[src/rtl/instruction_fetch_unit_pkg.sv]
// Shared types and constants for the instruction fetch unit.
// FSM state enum, instruction width, PC step and FIFO entry layout.
package instruction_fetch_unit_pkg;

  localparam int unsigned ILEN = 32;
  localparam logic [31:0] PC_INC = 32'd4;

  typedef enum logic [1:0] {
    FETCH = 2'd0,
    WAIT  = 2'd1,
    DROP  = 2'd2
  } fetch_state_e;

  typedef struct packed {
    logic [ILEN-1:0] instr;
    logic [31:0]     pc4;
  } fe_entry_t;

endpackage

[src/rtl/fetch_skid_buffer.sv]
// Two-entry output FIFO of {instruction, PC+4} for the fetch unit.
// Entry 0 is always the head; flush wins over push and pop.
module fetch_skid_buffer
  import instruction_fetch_unit_pkg::*;
#(
  parameter int unsigned BUF_DEPTH = 2
) (
  input  logic       Clk,
  input  logic       Rst_n,
  input  logic       push,
  input  logic       pop,
  input  logic       flush,
  input  fe_entry_t  din,
  output fe_entry_t  head,
  output logic [1:0] count
);

  fe_entry_t ent0;
  fe_entry_t ent1;
  logic      full;

  assign full = (count == 2'(BUF_DEPTH));
  assign head = ent0;

  // Shift-style storage: pops move entry 1 forward into the head slot.
  always_ff @(posedge Clk or negedge Rst_n) begin
    if (!Rst_n) begin
      ent0  <= '0;
      ent1  <= '0;
      count <= '0;
    end else if (flush) begin
      count <= '0;
    end else begin
      unique case ({push, pop})
        2'b11: begin
          if (full) begin
            ent0 <= ent1;
            ent1 <= din;
          end else begin
            ent0 <= din;
          end
        end
        2'b10: begin
          if (count == 2'd0) ent0 <= din;
          else               ent1 <= din;
          count <= count + 2'd1;
        end
        2'b01: begin
          ent0  <= ent1;
          count <= count - 2'd1;
        end
        default: ;
      endcase
    end
  end

endmodule

[src/rtl/instruction_fetch_unit.sv]
// Instruction fetch: PC, request FSM and output skid buffer.
// Optional FETCH_MISALIGN_CHK_EN adds a sticky MisalignErr output.
module instruction_fetch_unit
  import instruction_fetch_unit_pkg::*;
#(
  parameter logic [31:0] RESET_PC  = 32'h0000_0000,
  parameter int unsigned BUF_DEPTH = 2
) (
  input  logic            Clk,
  input  logic            Rst_n,
  input  logic            Stall,
  input  logic            RedirectValid,
  input  logic [31:0]     RedirectPC,
  output logic            ImemReq,
  output logic [31:0]     ImemAddr,
  input  logic            ImemAck,
  input  logic [ILEN-1:0] ImemRdata,
  output logic [ILEN-1:0] InstructionOut,
  output logic [31:0]     PC4Out,
  output logic            ValidOut
`ifdef FETCH_MISALIGN_CHK_EN
  ,
  output logic            MisalignErr
`endif
);

  fetch_state_e state_q, state_d;
  logic [31:0]  pc_q, pc_d;
  logic [31:0]  addr_q, addr_d;
  logic [31:0]  redir_pc;
  logic         req;
  logic         push;
  logic         pop;
  logic         flush;
  fe_entry_t    head;
  fe_entry_t    din;
  logic [1:0]   count;

`ifdef FETCH_MISALIGN_CHK_EN
  assign redir_pc = {RedirectPC[31:2], 2'b00};

  // Sticky flag for any redirect to a non-word-aligned target.
  always_ff @(posedge Clk or negedge Rst_n) begin
    if (!Rst_n)
      MisalignErr <= 1'b0;
    else if (RedirectValid && (RedirectPC[1:0] != 2'b00))
      MisalignErr <= 1'b1;
  end
`else
  assign redir_pc = RedirectPC;
`endif

  assign ImemReq  = req & Rst_n;
  assign ImemAddr = (state_q == FETCH) ? pc_q : addr_q;
  assign ValidOut = (count != 2'd0);
  assign pop      = ValidOut & ~Stall;
  assign din      = '{instr: ImemRdata, pc4: pc_q + PC_INC};

  assign InstructionOut = head.instr;
  assign PC4Out         = head.pc4;

  // State, fetch PC and outstanding-request address registers.
  always_ff @(posedge Clk or negedge Rst_n) begin
    if (!Rst_n) begin
      state_q <= FETCH;
      pc_q    <= RESET_PC;
      addr_q  <= RESET_PC;
    end else begin
      state_q <= state_d;
      pc_q    <= pc_d;
      addr_q  <= addr_d;
    end
  end

  // Next state; a redirect overrides PC and flushes regardless of ack.
  always_comb begin
    state_d = state_q;
    pc_d    = pc_q;
    addr_d  = addr_q;
    req     = 1'b0;
    push    = 1'b0;
    flush   = 1'b0;
    case (state_q)
      FETCH: begin
        req = (count < 2'(BUF_DEPTH)) && !RedirectValid;
        if (req) begin
          if (ImemAck) begin
            push = 1'b1;
            pc_d = pc_q + PC_INC;
          end else begin
            state_d = WAIT;
            addr_d  = pc_q;
          end
        end
      end
      WAIT: begin
        req = 1'b1;
        if (ImemAck) begin
          state_d = FETCH;
          if (!RedirectValid) begin
            push = 1'b1;
            pc_d = pc_q + PC_INC;
          end
        end else if (RedirectValid) begin
          state_d = DROP;
        end
      end
      DROP: begin
        req = 1'b1;
        if (ImemAck) state_d = FETCH;
      end
      default: state_d = FETCH;
    endcase
    if (RedirectValid) begin
      pc_d  = redir_pc;
      flush = 1'b1;
    end
  end

  fetch_skid_buffer #(
    .BUF_DEPTH(BUF_DEPTH)
  ) u_buf (
    .Clk  (Clk),
    .Rst_n(Rst_n),
    .push (push),
    .pop  (pop),
    .flush(flush),
    .din  (din),
    .head (head),
    .count(count)
  );

endmodule

[config.mk]
export PLATFORM = sky130hd
export DESIGN_NAME = instruction_fetch_unit
export DESIGN_NICKNAME = d
export VERILOG_FILES = /design/src/rtl/instruction_fetch_unit_pkg.sv /design/src/rtl/fetch_skid_buffer.sv /design/src/rtl/instruction_fetch_unit.sv
export SDC_FILE = /design/constraint.sdc
export NUM_CORES = 1
export LEC_CHECK = 0
export CORE_MARGIN = 4
export CORE_UTILIZATION = 45
export DETAILED_ROUTE_END_ITERATION = 7
export GPL_TIMING_DRIVEN = 1
export HOLD_SLACK_MARGIN = 0.05
export PLACE_DENSITY = 0.69
export SLEW_MARGIN = 15
export SYNTH_ARGS = -nofsm -noshare
export SYNTH_HDL_FRONTEND = slang
export SYNTH_SLANG_ARGS = --single-unit
[constraint.sdc]
create_clock -name Clk -period 3.69 [get_ports Clk]
set_clock_uncertainty 0.1 [all_clocks]
set_input_delay 0.738 -clock Clk [delete_from_list [all_inputs] [get_ports Clk]]
set_output_delay 0.738 -clock Clk [all_outputs]
set_load 0.03 [all_outputs]
==> impl_table.tex, run 1 <==
\begin{tabular}{lr}
\hline
Metric & Value \\
\hline
\multicolumn{2}{l}{\textbf{Outcome}} \\
Run status & completed \\
\multicolumn{2}{l}{\textbf{Critical path}} \\
Worst reg-to-reg path cell count & 10 \\
Largest fanout on the critical path & 35 \\
CP required & 2.85 ns \\
Critical path type & flip-flop to output port \\
Launch point of the worst reg-to-reg path & state\_q[0] \\
R2r endpoint & u\_buf.head[16] \\
Data arrival time of the worst path & 2.59 ns \\
Startpoint kind of the worst setup timing path & flip-flop \\
Endpoint class of the critical path & output port \\
Internal reg-to-reg setup slack & 0.58 ns \\
\multicolumn{2}{l}{\textbf{STA}} \\
Setup Viol. Count Final & 0 \\
Post-Route Setup TNS & 0 ns \\
Minimum setup slack in the final design & 0.2641 ns \\
Number of max-slew violations in the final report & 0 \\
Final Cycle Share & 92.84\% \\
Least-Margin Pin Slew & 1.037 ns \\
Max-slew headroom at the worst pin & 30.69\% \\
Total count of hold-check failures in the final report & 0 \\
Minimum clock period & 3.426 ns \\
Unrepaired setup endpoints after global routing & no \\
Highest achievable clock rate & roughly 0.29 GHz \\
\multicolumn{2}{l}{\textbf{Synth}} \\
Post-Synthesis Net Count & 1112 \\
Post-Synthesis Cells & 1034 \\
Sequential element share of the synthesized area & between 40 and 50\% \\
Post-synthesis sequential element count & 196 \\
Synth Warn \# & 0 \\
Mapped Area & 10440 sq um \\
Distinct cell type count after synthesis & 61 \\
Per-instance average area after synthesis & 10.09 sq um \\
Most used flip-flop cell after synthesis & sky130\_fd\_sc\_hd\_\_dfrtp\_1 \\
Asr flop ratio synth & 100.0\% \\
Number of flops mapped to enable cells by yosys & 0 \\
\multicolumn{2}{l}{\textbf{Power}} \\
Leakage dissipation & 5.486 nW \\
Power density over the cells & roughly 850 nW/um\^{}2 \\
Worst IR drop on VDD & about 520 uV \\
\multicolumn{2}{l}{\textbf{Clocking}} \\
Level count of the clock H-tree & 4 \\
Num Clock Sinks & 196 \\
Count of hold buffers inserted by post-cts repair & 0 \\
Post-CTS Setup Repair Bufs & 0 \\
CTS Buf Count & 17 \\
Clock root buffer & sky130\_fd\_sc\_hd\_\_clkbuf\_16 \\
Maximum buffer depth of the clock tree & 2 \\
Clock tree from TritonCTS & done \\
Clock latency on the worst-skew pair & 0.43 ns \\
Clock edge transition at the registers on the reported setup and hold paths & 0.08 ns \\
Gates resized, CTS repair & 0 \\
\multicolumn{2}{l}{\textbf{Final layout}} \\
Total of fill cells in the finished design & 1955 \\
Combined area of the multi-input logic cells & 5095 sq um \\
Ratio of cells with drive above 1 in the final layout & between 10\% and 20\% \\
Utilization after layout & a little under three fifths \\
Diodes inserted & 0 \\
Leading cell type in the layout, fill and taps excluded & sky130\_fd\_sc\_hd\_\_dfrtp\_1 \\
Most used cells in the layout excluding fill and tap cells & 196 x sky130\_fd\_sc\_hd\_\_dfrtp\_1, 163 x sky130\_fd\_sc\_hd\_\_clkdlybuf4s50\_1, 148 x sky130\_fd\_sc\_hd\_\_nand2\_1, 110 x sky130\_fd\_sc\_hd\_\_mux2\_2, 68 x sky130\_fd\_sc\_hd\_\_o21ai\_0 \\
Number of nets in the final layout & $\sim$1200 \\
Seq. cell area & 4905 sq um \\
Relative area change from synthesis to final layout & 23.89\% \\
\multicolumn{2}{l}{\textbf{Placement}} \\
Count of port buffers added during placement & 166 \\
Worst Setup Slack post-DPL & 0.1739 ns \\
Routability cong. & 0.8178 \\
Sum of net half-perimeters after detailed placement & 18.12 mm \\
\multicolumn{2}{l}{\textbf{Drt}} \\
Average wire per standard cell & 18.83 um \\
Total number of vias & 8338 \\
Iteration-0 DRC Markers & 697 \\
Final ANT Viol Nets & 0 \\
Detailed Route WL & 27.18 mm \\
Average via count per standard cell & 5.778 \\
Number of DRC violations after detailed routing & 0 \\
Number of optimization iterations in the first detailed-route pass & 5 \\
\multicolumn{2}{l}{\textbf{Floorplanning}} \\
Starting density of the core & about 46\% \\
Die height & $\sim$160 um \\
Number of placement rows & 55 \\
IO Count & 167 \\
X dimension of the die & around 160 um \\
Core area & around 23000 sq um \\
Die area & 25690 sq um \\
\multicolumn{2}{l}{\textbf{Run}} \\
Reported max-cap violation count & 0 \\
\multicolumn{2}{l}{\textbf{Global routing}} \\
Vias in the first global route & 8207 \\
Maximum number of pins on one net before global-route repair & between 100 and 150 \\
Total grt overflow & 0 \\
First-pass GRT wire length & 44.48 mm \\
Met2 Usage GRT & around 33\% \\
Antenna violations before repair & 0 \\
Fraction of met3 tracks used by global routing & 3.310\% \\
Most utilized layer in the global route result & met2 \\
All-layer global routing usage & a little over a fifth \\
Met1 capacity usage during global routing & 31.19\% \\
\multicolumn{2}{l}{\textbf{Hold path}} \\
Hold Path Class & input pin to asynchronous set/reset pin \\
\hline
\end{tabular}
-- sequential cells by signal (all words and copies together) (netlist names) --
name / flops
u_buf.count: 2
u_buf.head: 64
addr_q: 32
state_q: 2
u_buf.ent1: 64
pc_q: 32
-- worst max path at each step --
stage / start / end / cells past startpoint
floorplan: RedirectValid / u_buf.ent1[10] / 9
global placement: ImemAck / u_buf.head[9] / 10
detailed placement: ImemAck / u_buf.head[9] / 10
CTS: state_q[0] / ImemAddr[12] / 5
global route: state_q[1] / ImemAddr[12] / 5
finish: state_q[0] / ImemAddr[12] / 5
-- through the flow --
stage               cell area [sq um]  power, mW  cells  hold WS (ns)
floorplan                       10440      7.104   1034        0.3418
finish                          12930      11.01   1443        0.3533
detailed placement              12320      9.135   1412        0.3648
global route                    12930      11.68   1443        0.3863
CTS                             12930      11.09   1443        0.3805
global placement                12320      9.008   1412        0.3580
-- layer usage --
layer / part of all wire (%) / up-vias
li1: - / 3945
met1: 48 / 4116
met2: 46 / 256
met3: 4.8 / 21
met4: 0.89 / 0
met5: 0 / -
-- worst max-delay path, cell delays in order, from the launching register on --
cell and delay (ns):
sky130_fd_sc_hd__dfrtp_1 0.42, sky130_fd_sc_hd__inv_1 0.09, sky130_fd_sc_hd__ha_1 0.18, sky130_fd_sc_hd__buf_4 0.43, sky130_fd_sc_hd__mux2_2 0.42, sky130_fd_sc_hd__clkdlybuf4s50_1 0.60
-- cells in the mapped netlist, types with 3 or more instances --
master / count / area share (%)
sky130_fd_sc_hd__a211oi_1: 5 / 0.36
sky130_fd_sc_hd__a21o_1: 38 / 2.7
sky130_fd_sc_hd__a21oi_1: 22 / 1.1
sky130_fd_sc_hd__a221oi_1: 44 / 3.7
sky130_fd_sc_hd__a22o_1: 3 / 0.25
sky130_fd_sc_hd__a22oi_1: 5 / 0.36
sky130_fd_sc_hd__a311oi_1: 35 / 2.9
sky130_fd_sc_hd__and3_1: 8 / 0.48
sky130_fd_sc_hd__buf_1: 6 / 0.22
sky130_fd_sc_hd__buf_2: 18 / 0.86
sky130_fd_sc_hd__buf_4: 6 / 0.43
sky130_fd_sc_hd__clkbuf_1: 64 / 2.3
sky130_fd_sc_hd__dfrtp_1: 196 / 47
sky130_fd_sc_hd__ha_1: 9 / 1.1
sky130_fd_sc_hd__inv_1: 12 / 0.43
sky130_fd_sc_hd__mux2_2: 110 / 12
sky130_fd_sc_hd__mux2i_1: 7 / 0.67
sky130_fd_sc_hd__nand2_1: 148 / 5.3
sky130_fd_sc_hd__nand2b_1: 3 / 0.18
sky130_fd_sc_hd__nand3_1: 28 / 1.3
sky130_fd_sc_hd__nand4_1: 15 / 0.90
sky130_fd_sc_hd__nor2_1: 42 / 1.5
sky130_fd_sc_hd__nor2b_1: 5 / 0.30
sky130_fd_sc_hd__nor3_1: 16 / 0.77
sky130_fd_sc_hd__nor4_1: 7 / 0.42
sky130_fd_sc_hd__nor4_2: 3 / 0.36
sky130_fd_sc_hd__o211ai_1: 3 / 0.22
sky130_fd_sc_hd__o21ai_0: 68 / 3.3
sky130_fd_sc_hd__o21ai_1: 6 / 0.29
sky130_fd_sc_hd__or2_2: 4 / 0.24
sky130_fd_sc_hd__or3_1: 6 / 0.36
sky130_fd_sc_hd__xnor2_1: 28 / 2.3
sky130_fd_sc_hd__xor2_1: 29 / 2.4
-- layout make-up --
class	count	share of cell area, %
multi-input cells	728	39.40
flip-flops and latches	196	37.93
repair buffers	191	14.85
clock buffers	21	3.561
well taps	285	2.758
clock inverters	10	1.142
inverters	12	0.3484
-- where the power goes --
part / internal, mW / leakage, nW / total [mW] / switching, mW
registers: 3.02 / 2.45 / 3.64 / 0.617
clock network: 1.11 / 0.286 / 1.94 / 0.830
logic: 2.39 / 2.75 / 5.43 / 3.04
total: 6.52 / 5.49 / 11.0 / 4.49
-- cell families (layout without fill, tap and decap cells) --
logic type | after synthesis | in the layout | share of synthesized area (%)
compound gates | 247 | 247 | 16.65
xor+xnor | 57 | 57 | 4.784
fa+ha+maj | 9 | 9 | 1.079
buf+inv | 110 | 234 | 4.556
flops | 196 | 196 | 47.00
mux | 117 | 117 | 12.54
simple gates | 298 | 298 | 13.39
Note: power is estimated with default switching activity, not from simulation.
==> inputs of run 2 (changes only) <==
- RECOVER_POWER: unset -> 50
==> run 2 against run 1 <==
The flow now finishes with violations (capacitance limit, slew limit); register-to-register slack barely moved; count of clock-buffer cells in the layout unchanged; via count increased by 0.47%; non-clock buffer count did not move; sequential cell count stayed put; cell count unchanged; total power decreased by 0.91%; first-iteration DRC count unchanged; critical path type unchanged; critical endpoint unchanged; largest cell class unchanged; highest routed layer unchanged.
==> impl_table.tex, run 2 (synthesis gave the netlist of run 1 again) <==
\begin{tabular}{lr}
\hline
Metric & Value \\
\hline
\multicolumn{2}{l}{\textbf{Outcome}} \\
Run status & finished with violations \\
Violations in the final reports & capacitance limit, slew limit \\
\multicolumn{2}{l}{\textbf{Power}} \\
Sequential cell fraction of total power & 33.2\% \\
Overall power consumption & 10.91 mW \\
Power share of the combinational group & 49.0\% \\
Switching power share of the total & 41.00\% \\
Worst IR drop on VDD & 516.0 uV \\
Switching power & 4.473 mW \\
Leakage dissipation & 5.539 nW \\
Part of the total power dissipated in the clock network & between 15 and 20\% \\
Power density over the cells & 845.6 nW/um\^{}2 \\
Internal power & 6.437 mW \\
\multicolumn{2}{l}{\textbf{Global routing}} \\
All-layer global routing usage & 21.01\% \\
Vias in the first global route & 8207 \\
Antenna violations before repair & 0 \\
First-pass GRT wire length & 44.48 mm \\
Total grt overflow & 0 \\
Maximum number of pins on one net before global-route repair & 141 \\
\multicolumn{2}{l}{\textbf{STA}} \\
Minimum clock period & 3.430 ns \\
Final Cycle Share & 92.94\% \\
Total count of hold-check failures in the final report & 0 \\
Max-slew headroom at the worst pin & -32.68\% \\
Number of max-slew violations in the final report & 141 \\
Setup Viol. Count Final & 0 \\
Highest achievable clock rate & between 0.2 and 0.3 GHz \\
Worst Hold Margin & approximately 0.37 ns \\
Least-Margin Pin Slew & $\sim$2.0 ns \\
Unrepaired setup endpoints after global routing & no \\
Post-Route Setup TNS & 0 ns \\
\multicolumn{2}{l}{\textbf{Drt}} \\
Average via count per standard cell & roughly 5.8 \\
Number of optimization iterations in the first detailed-route pass & 5 \\
Detailed Route WL & 27.04 mm \\
Average wire per standard cell & approximately 19 um \\
Total number of vias & 8377 \\
Final ANT Viol Nets & 0 \\
Iteration-0 DRC Markers & 697 \\
Number of DRC violations after detailed routing & 0 \\
\multicolumn{2}{l}{\textbf{Critical path}} \\
Largest fanout on the critical path & 35 \\
Startpoint kind of the worst setup timing path & flip-flop \\
Endpoint class of the critical path & output port \\
Cell chain of the critical path & inv\_1, ha\_1, buf\_4, mux2\_2, clkdlybuf4s50\_1 \\
Critical path type & flip-flop to output port \\
CP required & 2.85 ns \\
Delay of the slowest cell on the worst path & 0.60 ns \\
Data arrival time of the worst path & 2.59 ns \\
Worst path slowest cell & sky130\_fd\_sc\_hd\_\_clkdlybuf4s50\_1 \\
\multicolumn{2}{l}{\textbf{Clocking}} \\
Post-CTS Setup Repair Bufs & 0 \\
Clock edge transition at the registers on the reported setup and hold paths & 0.08 ns \\
Count of hold buffers inserted by post-cts repair & 0 \\
Num Clock Sinks & roughly 200 \\
Clock tree from TritonCTS & done \\
Level count of the clock H-tree & 4 \\
Gates resized, CTS repair & 0 \\
Maximum buffer depth of the clock tree & 2 \\
Clock root buffer & sky130\_fd\_sc\_hd\_\_clkbuf\_16 \\
CTS Buf Count & 17 \\
Clock latency on the worst-skew pair & $\sim$0.43 ns \\
\multicolumn{2}{l}{\textbf{Final layout}} \\
Ratio of cells with drive above 1 in the final layout & 16.15\% \\
Total of fill cells in the finished design & between 1500 and 2000 \\
Diodes inserted & 0 \\
Post-route standard cell area excluding fillers & 12900 sq um \\
Number of nets in the final layout & about 1200 \\
Most used cells in the layout excluding fill and tap cells & 196 x sky130\_fd\_sc\_hd\_\_dfrtp\_1, 148 x sky130\_fd\_sc\_hd\_\_nand2\_1, 118 x sky130\_fd\_sc\_hd\_\_clkdlybuf4s50\_1, 110 x sky130\_fd\_sc\_hd\_\_mux2\_2, 68 x sky130\_fd\_sc\_hd\_\_o21ai\_0 \\
Relative area change from synthesis to final layout & 23.63\% \\
Leading cell type in the layout, fill and taps excluded & sky130\_fd\_sc\_hd\_\_dfrtp\_1 \\
\multicolumn{2}{l}{\textbf{Floorplanning}} \\
Number of placement rows & 55 \\
Die height & 160.3 um \\
X dimension of the die & $\sim$160 um \\
Core area & 22710 sq um \\
IO Count & 167 \\
Die area & 25690 sq um \\
Starting density of the core & 45.96\% \\
\multicolumn{2}{l}{\textbf{Run}} \\
Reported max-cap violation count & 1 \\
\multicolumn{2}{l}{\textbf{Placement}} \\
Count of port buffers added during placement & 166 \\
Cell area after placement & 12320 sq um \\
Routability cong. & between 0.8 and 0.9 \\
Sum of net half-perimeters after detailed placement & 18.12 mm \\
\multicolumn{2}{l}{\textbf{Hold path}} \\
Hold Path Class & flip-flop to flip-flop \\
\hline
\end{tabular}
==> run 2: layer usage <==
metal  vias to the layer above  wire length, um  track usage [%]  share of wire, %
li1                       3955                -                -                 -
met1                      4139            12990            31.19                48
met2                       259            12360            32.54                46
met3                        24             1437            3.310               5.3
met4                         0              247            4.967              0.91
met5                         -                0                0                 0
==> run 2: worst max-delay path: cells and delay by family, from the launching register on <==
family / cells / cell delay [ns]
mux: 1 / 0.42
flops: 1 / 0.42
buf+inv: 3 / 1.12
fa+ha+maj: 1 / 0.18
==> run 2: path summary, 6_finish.rpt <==
path                       slack [ns]  cells after the start      startpoint        endpoint
max                              0.26                      5      state_q[0]    ImemAddr[12]
min                              0.37                      1  u_buf.head[46]  u_buf.head[46]
max reg2reg                      0.57                     10      state_q[0]  u_buf.head[16]
min reg2reg                      0.37                      1  u_buf.head[46]  u_buf.head[46]
max in group asynchronous        0.95                      2           Rst_n   u_buf.ent1[7]
min in group asynchronous        1.01                      2           Rst_n        pc_q[30]
==> run 2: metrics by stage <==
stage | setup WS [ns] | std cells | utilization [%]
CTS | 0.2524 | 1443 | 56.94
global route | 0.1695 | 1443 | 56.82
detailed placement | 0.1739 | 1412 | 54.26
global placement | 0.2159 | 1412 | 54.26
floorplan | 0.7324 | 1034 | -
finish | 0.2604 | 1443 | 56.82
==> run 2: final cells by class <==
class	count	area [sq um]	share of cell area (%)
multi-input combinational	728	5095	39.49
sequential	196	4905	38.01
timing repair buffer	191	1893	14.67
clock buffer	21	460.4	3.569
tap	285	356.6	2.764
clock inverter	10	147.6	1.144
inverter	12	45.04	0.3491
==> run 2: power groups by stage <==
stage / Clock [mW] / Combinational [mW] / Sequential (mW)
floorplan: 0 / 3.01 / 4.09
global placement: 0 / 5.37 / 3.63
detailed placement: 0 / 5.46 / 3.68
CTS: 1.98 / 5.48 / 3.64
global route: 2.07 / 5.77 / 3.75
finish: 1.94 / 5.35 / 3.63
==> inputs of run 3 (changes only) <==
- PLACE_DENSITY: 0.69 -> 0.71
==> run 3 against run 2 <==
Critical path type unchanged; sequential share of layout area shrank 0.066 points; clock power is essentially flat; global-route usage shrank 0.24 points; worst hold slack lost 0.27 ns; non-clock buffer count grew 2; total power is essentially flat; sequential cell count is the same; the run ends with capacitance limit left; final area grew 0.17%; largest power group unchanged; sequential power is essentially flat; critical endpoint is now ImemAddr[1].
==> impl_table.tex, run 3 (synthesis gave the netlist of run 1 again) <==
\begin{tabular}{lr}
\hline
Metric & Value \\
\hline
\multicolumn{2}{l}{\textbf{Outcome}} \\
Run status & finished with violations \\
Violations in the final reports & capacitance limit \\
\multicolumn{2}{l}{\textbf{Drt}} \\
Final ANT Viol Nets & 0 \\
Number of DRC violations after detailed routing & 0 \\
Detailed Route WL & 26.81 mm \\
Iteration-0 DRC Markers & 746 \\
Average wire per standard cell & 18.55 um \\
Total number of vias & about 8400 \\
Average via count per standard cell & between 5 and 6 \\
Number of optimization iterations in the first detailed-route pass & 5 \\
\multicolumn{2}{l}{\textbf{Power}} \\
Leakage dissipation & 5.569 nW \\
Overall power consumption & 10.92 mW \\
Worst IR drop on VDD & 406.8 uV \\
Power density over the cells & 845.0 nW/um\^{}2 \\
\multicolumn{2}{l}{\textbf{Global routing}} \\
Total grt overflow & 0 \\
All-layer global routing usage & 20.77\% \\
Antenna violations before repair & 0 \\
Maximum number of pins on one net before global-route repair & 82 \\
Vias in the first global route & between 8000 and 9000 \\
First-pass GRT wire length & 44.00 mm \\
\multicolumn{2}{l}{\textbf{Floorplanning}} \\
X dimension of the die & 160.3 um \\
Die height & 160.3 um \\
Starting density of the core & 45.96\% \\
Number of placement rows & 55 \\
Core area & 22710 sq um \\
Die area & 25690 sq um \\
IO Count & 167 \\
\multicolumn{2}{l}{\textbf{STA}} \\
Unrepaired setup endpoints after global routing & no \\
Setup Viol. Count Final & 0 \\
Total count of hold-check failures in the final report & 0 \\
Number of max-slew violations in the final report & 0 \\
Final Cycle Share & 92.79\% \\
Minimum setup slack in the final design & around 0.27 ns \\
Post-Route Setup TNS & 0 ns \\
Least-Margin Pin Slew & 1.492 ns \\
Highest achievable clock rate & 0.2921 GHz \\
Max-slew headroom at the worst pin & 0.5456\% \\
Minimum clock period & 3.424 ns \\
Worst Hold Margin & about 0.10 ns \\
\multicolumn{2}{l}{\textbf{Placement}} \\
Sum of net half-perimeters after detailed placement & 18.21 mm \\
Routability cong. & 0.8571 \\
Cell area after placement & 12320 sq um \\
Count of port buffers added during placement & 166 \\
Worst Setup Slack post-DPL & 0.3125 ns \\
\# placed instances & 1414 \\
\multicolumn{2}{l}{\textbf{Clocking}} \\
Count of hold buffers inserted by post-cts repair & 0 \\
Post-CTS Setup Repair Bufs & 0 \\
Num Clock Sinks & 196 \\
CTS Buf Count & 17 \\
Gates resized, CTS repair & 0 \\
Clock latency on the worst-skew pair & between 0.4 and 0.5 ns \\
Level count of the clock H-tree & 4 \\
Clock tree from TritonCTS & done \\
Clock edge transition at the registers on the reported setup and hold paths & 0.07 ns \\
Maximum buffer depth of the clock tree & 2 \\
Clock root buffer & sky130\_fd\_sc\_hd\_\_clkbuf\_16 \\
\multicolumn{2}{l}{\textbf{Critical path}} \\
Data arrival time of the worst path & 2.59 ns \\
R2r endpoint & u\_buf.ent1[43] \\
Delay of the slowest cell on the worst path & approximately 0.6 ns \\
Endpoint class of the critical path & output port \\
CP required & 2.85 ns \\
Kind of cell adding the most delay to the critical path & buffers and inverters \\
Instance count on the critical path & 5 \\
Largest fanout on the critical path & 35 \\
Critical path type & flip-flop to output port \\
Worst reg-to-reg path cell count & 9 \\
Launch point of the worst reg-to-reg path & state\_q[0] \\
Startpoint kind of the worst setup timing path & flip-flop \\
Worst path slowest cell & sky130\_fd\_sc\_hd\_\_clkdlybuf4s50\_1 \\
Worst Setup EP & ImemAddr[1] \\
Internal reg-to-reg setup slack & 0.51 ns \\
Cell chain of the critical path & inv\_1, ha\_1, buf\_4, mux2\_2, clkdlybuf4s50\_1 \\
Bufs and invs on worst path & 3 \\
Critical path startpoint & state\_q[1] \\
\multicolumn{2}{l}{\textbf{Final layout}} \\
Ratio of cells with drive above 1 in the final layout & 16.47\% \\
Diodes inserted & 0 \\
Post-route standard cell area excluding fillers & approximately 13000 sq um \\
Relative area change from synthesis to final layout & 23.85\% \\
Most used cells in the layout excluding fill and tap cells & 196 x sky130\_fd\_sc\_hd\_\_dfrtp\_1, 148 x sky130\_fd\_sc\_hd\_\_nand2\_1, 117 x sky130\_fd\_sc\_hd\_\_clkdlybuf4s50\_1, 110 x sky130\_fd\_sc\_hd\_\_mux2\_2, 68 x sky130\_fd\_sc\_hd\_\_o21ai\_0 \\
Fin cells & 1445 \\
Leading cell type in the layout, fill and taps excluded & sky130\_fd\_sc\_hd\_\_dfrtp\_1 \\
Number of nets in the final layout & around 1200 \\
Utilization after layout & 56.91\% \\
\multicolumn{2}{l}{\textbf{Run}} \\
Reported max-cap violation count & 1 \\
\multicolumn{2}{l}{\textbf{Hold path}} \\
Hold Path Class & input pin to asynchronous set/reset pin \\
\hline
\end{tabular}
[run 3: changes by cell type in the layout (fill, tap and decap cells not counted), sizes merged]
cell           change
clkinv             +3
clkbuf             -2
buf                +1
bufinv             +1
clkdlybuf4s50      -1
clkinvlp           -1
dlygate4sd3        +1
[run 3: per-layer routing]
layer	global-route usage, %	part of all wire, %
met1	31.44	48
met2	31.83	46
met3	3.156	5.0
met4	4.341	0.85
met5	0	0
[run 3: worst register-to-register path, stage by stage (launching register included)]
cell and delay [ns]:
sky130_fd_sc_hd__dfrtp_1 0.40, sky130_fd_sc_hd__inv_1 0.09, sky130_fd_sc_hd__ha_1 0.22, sky130_fd_sc_hd__nor2b_1 0.18
sky130_fd_sc_hd__o21ai_0 0.56, sky130_fd_sc_hd__inv_1 0.16, sky130_fd_sc_hd__ha_2 0.26, sky130_fd_sc_hd__o211ai_1 0.41
sky130_fd_sc_hd__buf_12 0.31, sky130_fd_sc_hd__mux2_2 0.38
[run 3: final cells by class]
cell class                 instances  area (sq um)
timing repair buffer             193          1913
clock inverter                    13         181.4
fill                            1973          9784
sequential                       196          4905
inverter                          12         45.04
tap                              285         356.6
multi-input combinational        728          5095
clock buffer                      18         429.2
[run 3: report_power, final]
| part | switching, mW | internal (mW) | leakage, nW |
|---|---|---|---|
| clock | 0.835 | 1.13 | 0.296 |
| combinational | 3.03 | 2.30 | 2.83 |
| sequential | 0.607 | 3.02 | 2.45 |
[run 3: how the worst min path moves through the flow]
stage,from,endpoint,slack (ns),cells past startpoint
after floorplan,Rst_n,addr_q[0],0.34,0
after global placement,u_buf.ent1[31],u_buf.ent1[31],0.36,2
after detailed placement,u_buf.head[43],u_buf.head[43],0.36,1
after CTS,Rst_n,u_buf.head[32],0.1,1
after global routing,Rst_n,u_buf.head[33],0.11,1
final,Rst_n,u_buf.head[63],0.10,1
